--- config.mk ---
export PLATFORM = sky130hd
export DESIGN_NAME = mac_pipe
export DESIGN_NICKNAME = d
export VERILOG_FILES = /design/src/rtl/mac_pipe.sv
export SDC_FILE = /design/constraint.sdc
export NUM_CORES = 1
export LEC_CHECK = 0
export ABC_AREA = 1
export ABC_CLOCK_PERIOD_IN_PS = 5400
export BUFFER_PORTS_ARGS = -buffer_cell sky130_fd_sc_hd__buf_2
export CORE_MARGIN = 10
export CORE_UTILIZATION = 40
export CTS_BUF_LIST = sky130_fd_sc_hd__clkbuf_16
export CTS_CLUSTER_DIAMETER = 120
export CTS_CLUSTER_SIZE = 24
export DETAILED_ROUTE_END_ITERATION = 10
export PLACE_DENSITY = 0.62
export SYNTH_ARGS = -nofsm -noshare
export SYNTH_HDL_FRONTEND = slang
export SYNTH_SLANG_ARGS = --single-unit
--- constraint.sdc ---
create_clock -name clk -period 5.4 [get_ports clk]
set_clock_uncertainty 0.1 [all_clocks]
set_input_delay 0.27 -clock clk [delete_from_list [all_inputs] [get_ports clk]]
set_output_delay 0.27 -clock clk [all_outputs]
set_load 0.01 [all_outputs]
--- src/rtl/mac_pipe.sv ---
// mac_pipe: pipelined unsigned multiply-accumulate.
//   Stage 1 captures operands, stage M (PIPE_MULT=1 only) registers the
//   product, and stage A accumulates into f with a sticky overflow flag.
//   Latency from valid_in to valid_out is 2+PIPE_MULT cycles. There is no
//   backpressure, so one sample can be accepted every cycle.
// Build option: define MAC_PIPE_SATURATE_EN to clamp f at all-ones on
//   overflow. Without it, f wraps modulo 2^ACC_W.
// ACC_W must be >= 2*IN_W so that a single product always fits in f.
module mac_pipe #(
  parameter int IN_W      = 8,
  parameter int ACC_W     = 20,
  parameter int PIPE_MULT = 0
) (
  input  logic             clk,
  input  logic             reset,
  input  logic [IN_W-1:0]  a,
  input  logic [IN_W-1:0]  b,
  input  logic             valid_in,
  input  logic             clear_acc,
  output logic [ACC_W-1:0] f,
  output logic             valid_out,
  output logic             overflow
);

  localparam int PW = 2 * IN_W;

  logic [IN_W-1:0]  a_r, b_r;
  logic             clr_r, v1;
  logic [PW-1:0]    prod_c;

  // Values seen by the accumulate stage (registered or direct, per PIPE_MULT)
  logic [PW-1:0]    prod_a;
  logic             clr_a, v_a;

  logic [ACC_W:0]   sum;
  logic [ACC_W-1:0] f_nxt;
  logic             ovf_nxt;

  // Stage 1: capture operands on valid samples; the valid bit tracks every cycle
  always_ff @(posedge clk or negedge reset) begin
    if (!reset) begin
      a_r   <= '0;
      b_r   <= '0;
      clr_r <= 1'b0;
      v1    <= 1'b0;
    end else begin
      // NOTE: non-blocking assignments keep every stage reading the previous
      // cycle's values, whatever order the blocks happen to be evaluated in.
      v1 <= valid_in;
      if (valid_in) begin
        a_r   <= a;
        b_r   <= b;
        clr_r <= clear_acc;
      end
    end
  end

  assign prod_c = PW'(a_r) * PW'(b_r);

  generate
    if (PIPE_MULT != 0) begin : g_mult_reg
      logic [PW-1:0] prod_m;
      logic          clr_m, v_m;

      // Stage M: register the product to break the multiply-add path
      always_ff @(posedge clk or negedge reset) begin
        if (!reset) begin
          prod_m <= '0;
          clr_m  <= 1'b0;
          v_m    <= 1'b0;
        end else begin
          v_m <= v1;
          if (v1) begin
            prod_m <= prod_c;
            clr_m  <= clr_r;
          end
        end
      end

      assign prod_a = prod_m;
      assign clr_a  = clr_m;
      assign v_a    = v_m;
    end else begin : g_mult_comb
      assign prod_a = prod_c;
      assign clr_a  = clr_r;
      assign v_a    = v1;
    end
  endgenerate

  // Stage A next-state: clear, accumulate, or hold; overflow is detected on the carry-out
  always_comb begin
    // NOTE: default every output first so no path through the block can infer a latch.
    f_nxt   = f;
    ovf_nxt = overflow;
    sum     = (ACC_W+1)'(f) + (ACC_W+1)'(prod_a);
    if (v_a) begin
      if (clr_a) begin
        f_nxt   = ACC_W'(prod_a);
        ovf_nxt = 1'b0;
      end else if (sum[ACC_W]) begin
        ovf_nxt = 1'b1;
`ifdef MAC_PIPE_SATURATE_EN
        f_nxt   = '1;
`else
        f_nxt   = sum[ACC_W-1:0];
`endif
      end else begin
        f_nxt = sum[ACC_W-1:0];
      end
    end
  end

  // Stage A register: accumulator, sticky flag, and output strobe
  always_ff @(posedge clk or negedge reset) begin
    if (!reset) begin
      f         <= '0;
      overflow  <= 1'b0;
      valid_out <= 1'b0;
    end else begin
      f         <= f_nxt;
      overflow  <= ovf_nxt;
      valid_out <= v_a;
    end
  end

endmodule
* Word level (Yosys, flattened, before mapping) *
Cells that the tools add are included.
Widths: inputs -> output; s select.

cells by class
  add/sub/neg operators = 1
  multiply operators = 1
  multiplexer cells = 3
  reduce and logical (&&, ||, !) cells = 2

operators with widths
  cell               count
  $add 20x16->21     1
  $mux 20            1
  $mul 8x8->16       1
  $mux 1             2
  $reduce_and 2->1   1
  $reduce_bool 2->1  1

storage, ports and cells
  flip-flop bits (word level) = 40
  input port bits = 20
  output and inout port bits = 22
  logic and storage cells = 14

* Logic depth before layout (Yosys ltp) *
Gate-level depths: netlist of run 1.

  depth in word-level cells = 4
  gate-level depth with buffers = 32
  mapped depth without buffers = 31

* Worst setup path after synthesis of run 1 *
Ideal clock, no wire load.

  path kind = reg2reg
  start = register a_r[0]
  end = register f[19]
  setup time = 119 ps
  arrival = 4825 ps
  data required time = 5181 ps
  slack = 356 ps
  cell stages (with the launch flop) = 28
  buffers on the path = 1
  clock period less this slack = 5044 ps
  path through = dfrtp_1 > clkbuf_1 > nand2_1 > fa_1 > fa_1 > inv_1 > fa_1 > inv_1 > fa_1 > inv_1 > ha_1 > nand2_1 > nor2_1 > nand2_1 > nand3_1 > nand2_1 > nand2_1 > nand2_1 > and2_1 > ha_1 > nand2_1 > nor2_1 > and2_1 > nand4_1 > nand3_2 > nand3_1 > nand2_1 > nor2_1

between the ends
  word-level cells in the longest chain between the ends = 3

ends and longest elaborated chain
  item                      line  text
  start: declaration        27    logic [IN_W-1:0] a_r, b_r;
  start signal: assignment  42    a_r <= '0;
  start signal: assignment  51    a_r <= a;
  $mul 8x8->16              58    assign prod_c = PW'(a_r) * PW'(b_r);
  $add 20x16->21            95    sum = (ACC_W+1)'(f) + (ACC_W+1)'(prod_a);
  $mux 20                   97    if (clr_a) begin
  end signal: assignment    120   f <= f_nxt;
  end: declaration          20    output logic [ACC_W-1:0] f,

No other way between the ends.
A chain may end at the register's enable or synchronous reset.

* Final worst setup path of run 1 *
  start = register b_r[6]
  end = register f[13]

between the ends
  word-level cells in the longest chain between the ends = 3

ends and longest elaborated chain
  item                      line  text
  start: declaration        27
  start signal: assignment  43    b_r <= '0;
  start signal: assignment  52    b_r <= b;
  $mul 8x8->16 *            58
  $add 20x16->21            95
  $mux 20 *                 97

Every way passes the cells marked *; elsewhere a longest branch is shown, timed or not.

==> flow_summary_export.csv, run 1 <==
group,metric,value,unit
synth,syn_nets,816,
route,dr.pass1.iters,4,
cts,cts_tree,"built",
finish,areaGrowthSynthToFinish,17.48,%
place,dp_hpwl,9995,um
route,antenna_left,0,
setup_path,cp-startpoint,"b_r[6]",
finish,diodes,0,
die,io_pins,42,
die,rows,40,
setup_path,r2r_setup_slack,0.30,ns
synth,syn_area,5005,um2
setup_path,worst-path-buf-inv,3,
synth,synth_cell_type_count,37,
synth,synthCells,706,
sta,maxSlewHeadroom,35.71,%
sta,holdWs,0.02486,ns
setup_path,reg2reg_depth,23,
synth,synthTopCellsByArea,"dfrtp_1 20%, nand2_1 15%, fa_1 15%",
sta,hold_viol,0,
setup_path,start_kind,"register",
global_route,grt_antenna_before_repair,0,
setup_path,crit_path_end,"f[13]",
synth,avgSynthCellArea,7.089,um2
global_route,grt_use_total,14.36,%
synth,seq_area_frac_synth,20.00,%
setup_path,crit_slowest_cell,"fa_1",
sta,finalSetupViolCount,0,
setup_path,cp.required,5.48,ns
setup_path,crit_type,"register to register",
sta,final-max-slew-violation-count,0,
route,routed_wirelength,12350,um
sta,fin_crit_sh,94.47,%
place,dp.cells,904,
route,via_per_inst,4.702,
die,die_w,131.9,um
sta,fin_crit,5.102,ns
route,drt_iter0_drc,206,
setup_path,cp_data_arrival_time,5.18,ns
global_route,grt_max_degree,41,
setup_path,reg2reg_from,"b_r[6]",
min_path,min_path_type,"primary input to asynchronous set/reset pin",
cts,cts_sinks,40,
global_route,grt_pass1_vias,4436,
setup_path,cp_max_fo,9,
setup_path,rr_endpoint,"f[13]",
setup_path,crit_family,"adder cells",
place,dpl_cell_area,5405,um2
cts,clockBufferDepth,2,
setup_path,cp_num_cells,23,
place,place_ws,-0.07182,ns
cts,clk_pin_slew_worst_paths,0.07,ns
sta,setup_slack,0.2985,ns
flow_run,maxCapViolCount,0,
route,dr_total_vias,4354,
setup_path,endpoint_kind,"register",
finish,fin_area,5879,um2
synth,synth_flop_cell,"dfrtp_1",
outcome,status,"finished clean",
route,drc,0,
finish,drive_above_1_share,20.98,%
die,core_area,12110,um2
cts,root_buffer,"clkbuf_16",
sta,maxClockFrequency,196.0,MHz
cts,worstSkewPairLatency,0.30,ns
synth,ys_ff_latch,40,
synth,synthArstFlopShare,100.0,%
synth,synth_edf_count,0,
sta,worstMarginPinSlew,0.9644,ns
place,port_buffers,41,
synth,yosys_warnings,0,
global_route,grt_pass1_wl,21070,um
setup_path,crit_chain,"nand2_1 > fa_1 > fa_1 > inv_1 > fa_1 > inv_1 > fa_1 > inv_1 > ha_1 > nand2_1 > a21oi_1 > o21ai_1 > nand3_1 > nand2_1 > nand2_1 > ha_4 > nand2_2 > nor2_1 > nand3_1 > nand2_1 > nand2_1 > nand3_1 > nand3_1",
global_route,grt.overflow.total,0,
cts,numCtsBuffers,5,
die,dieArea,17390,um2
die,initial_core_util,41.32,%
route,wl_per_cell,13.33,um
place,place_congestion,0.9231,
setup_path,cpPeakStageDelay,0.54,ns
finish,nets,867,
synth,synth_largest_area_cell,"dfrtp_1",
die,die_h,131.9,um
synth,synth_top_area_share,20.00,%
setup_path,path_common_cell,"nand2_1",
finish,instances_no_fill,926,
cts,h-tree-depth,2,
cell usage in the layout, fill, tap and decap left out, types with 2 or more instances in the layout:
| master | Yosys | layout |
|---|---|---|
| ha_1 | 53 | 45 |
| nor2_4 | 1 | 2 |
| xor2_1 | 4 | 3 |
| nand2_1 | 204 | 197 |
| mux2_2 | 16 | 16 |
| nand4_1 | 4 | 4 |
| inv_2 | 1 | 2 |
| nand3b_1 | 3 | 3 |
| buf_4 | 0 | 24 |
| a21oi_2 | 0 | 10 |
| nand2_2 | 9 | 16 |
| a21o_1 | 2 | 2 |
| and2_4 | 1 | 4 |
| inv_1 | 157 | 158 |
| and2_1 | 5 | 2 |
| fa_1 | 37 | 37 |
| dfrtp_1 | 40 | 31 |
| clkbuf_16 | 0 | 5 |
| o21ai_1 | 0 | 2 |
| or2_2 | 2 | 2 |
| o221ai_1 | 3 | 3 |
| nand3_2 | 3 | 5 |
| nand3_1 | 39 | 37 |
| xnor2_1 | 3 | 2 |
| a21oi_1 | 35 | 25 |
| o21ai_0 | 11 | 9 |
| dfrtp_2 | 0 | 9 |
| nor2_1 | 35 | 30 |
| ha_4 | 0 | 8 |
| buf_2 | 3 | 41 |
| nor2_2 | 4 | 8 |
| o21bai_1 | 3 | 3 |
registers in the layout, indices dropped and copies added (netlist names):
| name | cells |
|---|---|
| f | 20 |
| valid_out | 1 |
| clr_a | 1 |
| overflow | 1 |
| a_r | 8 |
| v1 | 1 |
| b_r | 8 |
how the worst min path moves through the flow:
stage,to,slack [ns]
floorplan,a_r[0],-0.13
global placement,f[4],0.37
detailed placement,clr_a,0.39
CTS,f[19],0.08
global route,f[4],0.1
finish,f[4],0.02
layout make-up:
cell class              count  area (um2)
repair buffers             65       385.4
well taps                 168       210.2
clock buffers               5       125.1
fillers                  1242        6232
clock inverters             3       16.27
inverters                 159       596.8
multi-input cells         486        3533
flip-flops and latches     40        1012
Yosys cell counts (all sizes together) (3+ instances only):
cell type	count
a21o	3
a21oi	35
and2	6
buf	4
clkbuf	17
dfrtp	40
fa	37
ha	53
inv	158
mux2	16
nand2	214
nand3	42
nand3b	3
nand4	4
nor2	40
o21ai	11
o21bai	3
o221ai	3
or2	4
xnor2	3
xor2	4
timing repair:
item / in CTS / in global routing
resized for setup: 2 / 53
hold buffers: 0 / 0
setup endpoints to repair: 2 / 12
endpoints found under the hold margin: 0 / 0
buffers inserted: 1 / 13
pin swaps: 0 / 9
per-layer routing:
metal / GRT usage, % / part of all wire, % / vias up
li1: - / - / 2245
met3: 2.934 / 3.8 / 11
met4: 2.719 / 0.86 / 0
met5: 0 / 0 / -
met1: 17.67 / 47 / 2020
met2: 25.31 / 49 / 78
kinds of logic (layout without fill, tap and decap cells):
logic type	Yosys count	in the layout	synth area share [%]
xor+xnor	7	7	1.225
buf+inv	180	232	13.72
mux	16	16	3.600
fa+ha+maj	90	90	28.05
compound gates	57	57	6.325
simple gates	316	316	27.08
flops	40	40	20.00
per-stage QoR:
step	TNS, ns	utilization, %
floorplan	0	-
CTS	0	45.88
detailed placement	-0.08139	44.63
global placement	0	44.63
finish	0	48.54
global route	-0.03304	48.54
Power of run 1 is not shown: default switching activity piles up to over one toggle a cycle in this logic, so the estimate is an artifact.
==> inputs of run 2 (changes only) <==
- ABC_CLOCK_PERIOD_IN_PS: 5400 -> 5700
- PLACE_DENSITY: 0.62 -> 0.6
- clock period: 5.4 -> 5.7 ns (I/O delays scaled with it)
==> run 2 against run 1 <==
First-iteration DRC count grew 5.8%. Worst hold slack improved by 0.026 ns. Utilization shrank 2.8 points. Non-clock buffer count fell by 23. Register-to-register slack better by 0.08 ns. Cell count down 2.5%. Sequential share of layout area is 1.1 points higher. Die area is the same. Critical path depth grew 1. Via count shrank 0.39%. Fmax fell by 4.1%. Flip-flop and latch count unchanged.
==> flow_summary_export.csv, run 2 (same netlist as run 1, synthesis figures left out) <==
group,metric,value,unit
place,port_buffers,41,
sta,rsz0062_at_grt,"false",
die,dieArea,17390,um2
global_route,grt_antenna_before_repair,0,
min_path,min_path_type,"primary input to asynchronous set/reset pin",
sta,worstMarginPinSlew,0.9907,ns
die,die_w,131.9,um
finish,final_cell_mix,"204 x nand2_1, 157 x inv_1, 51 x ha_1",
route,dr_total_vias,4337,
route,antenna_left,0,
die,io_pins,42,
sta,holdWs,0.05049,ns
die,rows,40,
die,initial_core_util,41.32,%
global_route,grt_use_total,14.51,%
route,wl_per_cell,13.67,um
sta,finalSetupViolCount,0,
sta,final-max-slew-violation-count,0,
finish,nets,844,
setup_path,cp_data_arrival_time,5.40,ns
finish,fin_area,5542,um2
finish,drive_above_1_share,14.15,%
finish,final_common_cell,"nand2_1",
cts,clockBufferDepth,2,
route,via_per_inst,4.803,
place,dp.cells,895,
cts,postCtsHoldBufs,0,
finish,regMostFlops,"f",
finish,nFillCells,1286,
global_route,grt_max_degree,41,
cts,clk_pin_slew_worst_paths,0.07,ns
flow_run,maxCapViolCount,0,
finish,areaGrowthSynthToFinish,10.72,%
route,drt_iter0_drc,218,
sta,fin_crit_sh,93.30,%
sta,hold_viol,0,
route,dr.pass1.iters,4,
setup_path,r2r_setup_slack,0.38,ns
cts,root_buffer,"clkbuf_16",
cts,post_cts_buffers,0,
place,place_congestion,0.8760,
place,dp_hpwl,9995,um
outcome,status,"finished clean",
global_route,grt_pass1_vias,4421,
sta,maxSlewHeadroom,33.95,%
die,die_h,131.9,um
route,drc,0,
setup_path,crit_type,"register to register",
sta,fin_crit,5.318,ns
cts,numCtsBuffers,5,
sta,finalSetupTns,0,ns
setup_path,start_kind,"register",
global_route,grt.overflow.total,0,
finish,diodes,0,
setup_path,cp.required,5.78,ns
cts,cts_tree,"built",
finish,reg_top3,"f (20), a_r (8), b_r (8)",
cts,worstSkewPairLatency,0.29,ns
sta,maxClockFrequency,188.0,MHz
cts,h-tree-depth,2,
finish,instances_no_fill,903,
setup_path,endpoint_kind,"register",
die,core_area,12110,um2
place,dpl_cell_area,5338,um2
cts,cts_sinks,40,
setup_path,cp_max_fo,9,
finish,largest_reg_flops,20,
global_route,grt_pass1_wl,21180,um
route,routed_wirelength,12340,um
## run 2: changes by cell type in the layout (fill, tap and decap cells not counted), moves of 4 or more
| cell | delta |
|---|---|
| ha_4 | -7 |
| nand2_2 | -7 |
| a21oi_1 | +9 |
| a21oi_2 | -9 |
| buf_4 | -23 |
| ha_1 | +6 |
| nand2_1 | +7 |
| nor2_1 | +4 |
## run 2: what timing repair did
action                                 4_1_cts  5_1_grt
setup endpoints to repair                    0        5
endpoints found under the hold margin        0        0
gates resized for setup                      0       16
## run 2: path summary, 6_finish.rpt
| check | start | endpoint | depth (start not counted) |
|---|---|---|---|
| max reg2reg | a_r[0] | f[19] | 24 |
| min | reset | f[4] | 1 |
| min in group clk | clear_acc | clr_a | 3 |
| max | a_r[0] | f[19] | 24 |
| max in group asynchronous | reset | a_r[6] | 1 |
| min reg2reg | overflow | overflow | 2 |
## run 2: metrics by stage
stage                     util (%)  worst slack (ns)
after global routing         45.75         0.0005347
after CTS                    45.45            0.2408
final                        45.75            0.3818
after global placement       44.07            0.3477
after detailed placement     44.07            0.2539
after floorplan                  -            0.6559
## run 2: area by class of cell
cell class / instances / area (um2) / area share, %
tap: 168 / 210.2 / 3.793
clock buffer: 5 / 125.1 / 2.258
timing repair buffer: 42 / 212.7 / 3.838
inverter: 159 / 596.8 / 10.77
sequential: 40 / 1016 / 18.33
clock inverter: 3 / 42.54 / 0.7677
multi-input combinational: 486 / 3338 / 60.24
## run 2: critical path, cell delays in order, from the launching register on
cell and delay [ns]:
dfrtp_2 0.47, nand2_1 0.12, fa_1 0.53, fa_1 0.55
inv_1 0.06, fa_1 0.53, inv_1 0.05, fa_1 0.53
inv_1 0.04, ha_1 0.32, nand2_1 0.12, nor2_1 0.14
nand3_1 0.15, nand3_1 0.10, nand2_1 0.06, and2_1 0.14
ha_2 0.37, nand2_1 0.12, nor2_2 0.14, and2_1 0.16
nand4_1 0.10, nand3_2 0.10, nand3_1 0.06, nand2_1 0.08
nor2_1 0.04
## run 2: metal layers
layer | share of wire (%) | track usage [%]
met1 | 45 | 17.56
met2 | 48 | 26.29
met3 | 4.6 | 2.630
met4 | 1.6 | 2.596
met5 | 0 | 0
Power of run 2 is left out for the same reason.
==> inputs of run 3 (changes only) <==
- PLACE_DENSITY: 0.6 -> 0.67
- SKIP_CTS_REPAIR_TIMING: unset -> 1
==> run 3 against run 2 <==
Worst hold slack got worse by 0.017 ns. First-iteration DRC count shrank 7.3%. Fmax fell by 0.14%. Register-to-register slack about the same. Die area unchanged. Non-clock buffer count rose by 3.
==> flow_summary_export.csv, run 3 (same netlist as run 1, synthesis figures left out) <==
group,metric,value,unit
finish,regMostFlops,"f",
sta,finalSetupTns,0,ns
global_route,grt_antenna_before_repair,0,
cts,cts_tree,"built",
setup_path,cp_max_fo,9,
sta,rsz0062_at_grt,"false",
global_route,grt_pass1_wl,19910,um
route,via_per_inst,4.714,
die,initial_core_util,41.32,%
sta,fin_crit_sh,93.43,%
setup_path,crit_chain,"nand2_1 > inv_1 > fa_1 > fa_1 > fa_1 > inv_1 > fa_1 > inv_1 > ha_1 > nand2_1 > nor2_1 > a21oi_1 > xnor2_1 > ha_1 > a21oi_1 > nand2_1 > inv_1 > nand2_1 > o21ai_0 > nand3_1",
cts,clockBufferDepth,2,
finish,areaGrowthSynthToFinish,11.05,%
sta,finalSetupViolCount,0,
place,place_congestion,0.9007,
cts,h-tree-depth,2,
die,rows,40,
finish,largest_reg_flops,20,
finish,diodes,0,
route,wl_per_cell,12.61,um
setup_path,reg2reg_from,"b_r[7]",
route,dr.pass1.iters,4,
setup_path,start_kind,"register",
finish,nFillCells,1295,
setup_path,cpPeakStageDelay,0.54,ns
setup_path,crit_type,"register to register",
setup_path,cp-startpoint,"b_r[7]",
die,dieArea,17390,um2
cts,root_buffer,"clkbuf_16",
sta,maxSlewHeadroom,37.73,%
sta,fin_crit,5.326,ns
cts,clk_pin_slew_worst_paths,0.06,ns
finish,final_common_cell,"nand2_1",
setup_path,crit_slowest_cell,"fa_1",
finish,nets,847,
setup_path,endpoint_kind,"register",
global_route,grt_max_degree,41,
route,antenna_left,0,
finish,final_cell_mix,"204 x nand2_1, 157 x inv_1, 52 x ha_1",
finish,reg_top3,"f (20), a_r (8), b_r (8)",
cts,worstSkewPairLatency,0.29,ns
place,port_buffers,41,
die,die_h,131.9,um
sta,worstMarginPinSlew,0.9340,ns
global_route,grt_pass1_vias,4374,
sta,hold_viol,0,
die,die_w,131.9,um
route,dr_total_vias,4271,
cts,cts_sinks,40,
route,drt_iter0_drc,202,
global_route,grt.overflow.total,0,
finish,drive_above_1_share,14.36,%
route,routed_wirelength,11430,um
setup_path,r2r_setup_slack,0.37,ns
min_path,min_path_type,"primary input to asynchronous set/reset pin",
sta,maxClockFrequency,187.8,MHz
setup_path,cp_data_arrival_time,5.39,ns
place,dp_hpwl,9330,um
die,io_pins,42,
cts,numCtsBuffers,5,
outcome,status,"finished clean",
global_route,grt_use_total,13.50,%
route,drc,0,
die,core_area,12110,um2
flow_run,maxCapViolCount,0,
setup_path,cp.required,5.76,ns
sta,final-max-slew-violation-count,0,
run 3: cell types whose count changed in the layout (fill, tap and decap cells not counted):
cell | before | now
ha_1 | 51 | 52
buf_4 | 1 | 4
dfrtp_2 | 12 | 13
ha_2 | 1 | 0
dfrtp_1 | 28 | 27
clkinv_1 | 2 | 3
clkinv_4 | 1 | 0
run 3: worst paths after layout:
path | end | depth (start not counted)
setup / recovery | f[11] | 20
hold / removal | f[13] | 1
setup reg to reg | f[11] | 20
hold reg to reg | overflow | 2
max in group asynchronous | b_r[5] | 1
min in group clk | a_r[4] | 2
run 3: area by class of cell:
cell class,instances,area (um2),share of cell area [%]
flip-flops and latches,40,1017,18.30
clock inverters,3,37.54,0.6754
well taps,168,210.2,3.782
repair buffers,45,235.2,4.232
inverters,159,596.8,10.74
multi-input cells,486,3336,60.02
clock buffers,5,125.1,2.251
run 3: per-layer routing:
layer	GRT usage [%]	routed length (um)	up-vias
li1	-	-	2206
met1	16.49	5447	1971
met2	23.10	5277	80
met3	2.744	546	14
met4	4.450	155	0
met5	0	0	-
run 3: worst max-delay path, delay by kind of cell (launching register included):
family	cells	cell delay (ns)
AOI/OAI and AO/OA	3	0.59
adders and majority gates	6	2.79
DFF	1	0.46
and+or+nand+nor	6	0.68
buffers and inverters	4	0.22
xor gates and xnor gates	1	0.33
run 3: metrics by stage:
stage | util, % | area (um2) | hold WS [ns] | instances | setup WS, ns
floorplan | - | 5005 | -0.1106 | 706 | 0.6559
global placement | 44.07 | 5338 | 0.3768 | 895 | 0.3432
detailed placement | 44.07 | 5338 | 0.3867 | 895 | 0.3275
CTS | 45.41 | 5500 | 0.07278 | 903 | 0.3106
global route | 45.89 | 5558 | 0.09711 | 906 | 0.03106
finish | 45.89 | 5558 | 0.03331 | 906 | 0.3744
Power of run 3 is left out for the same reason.
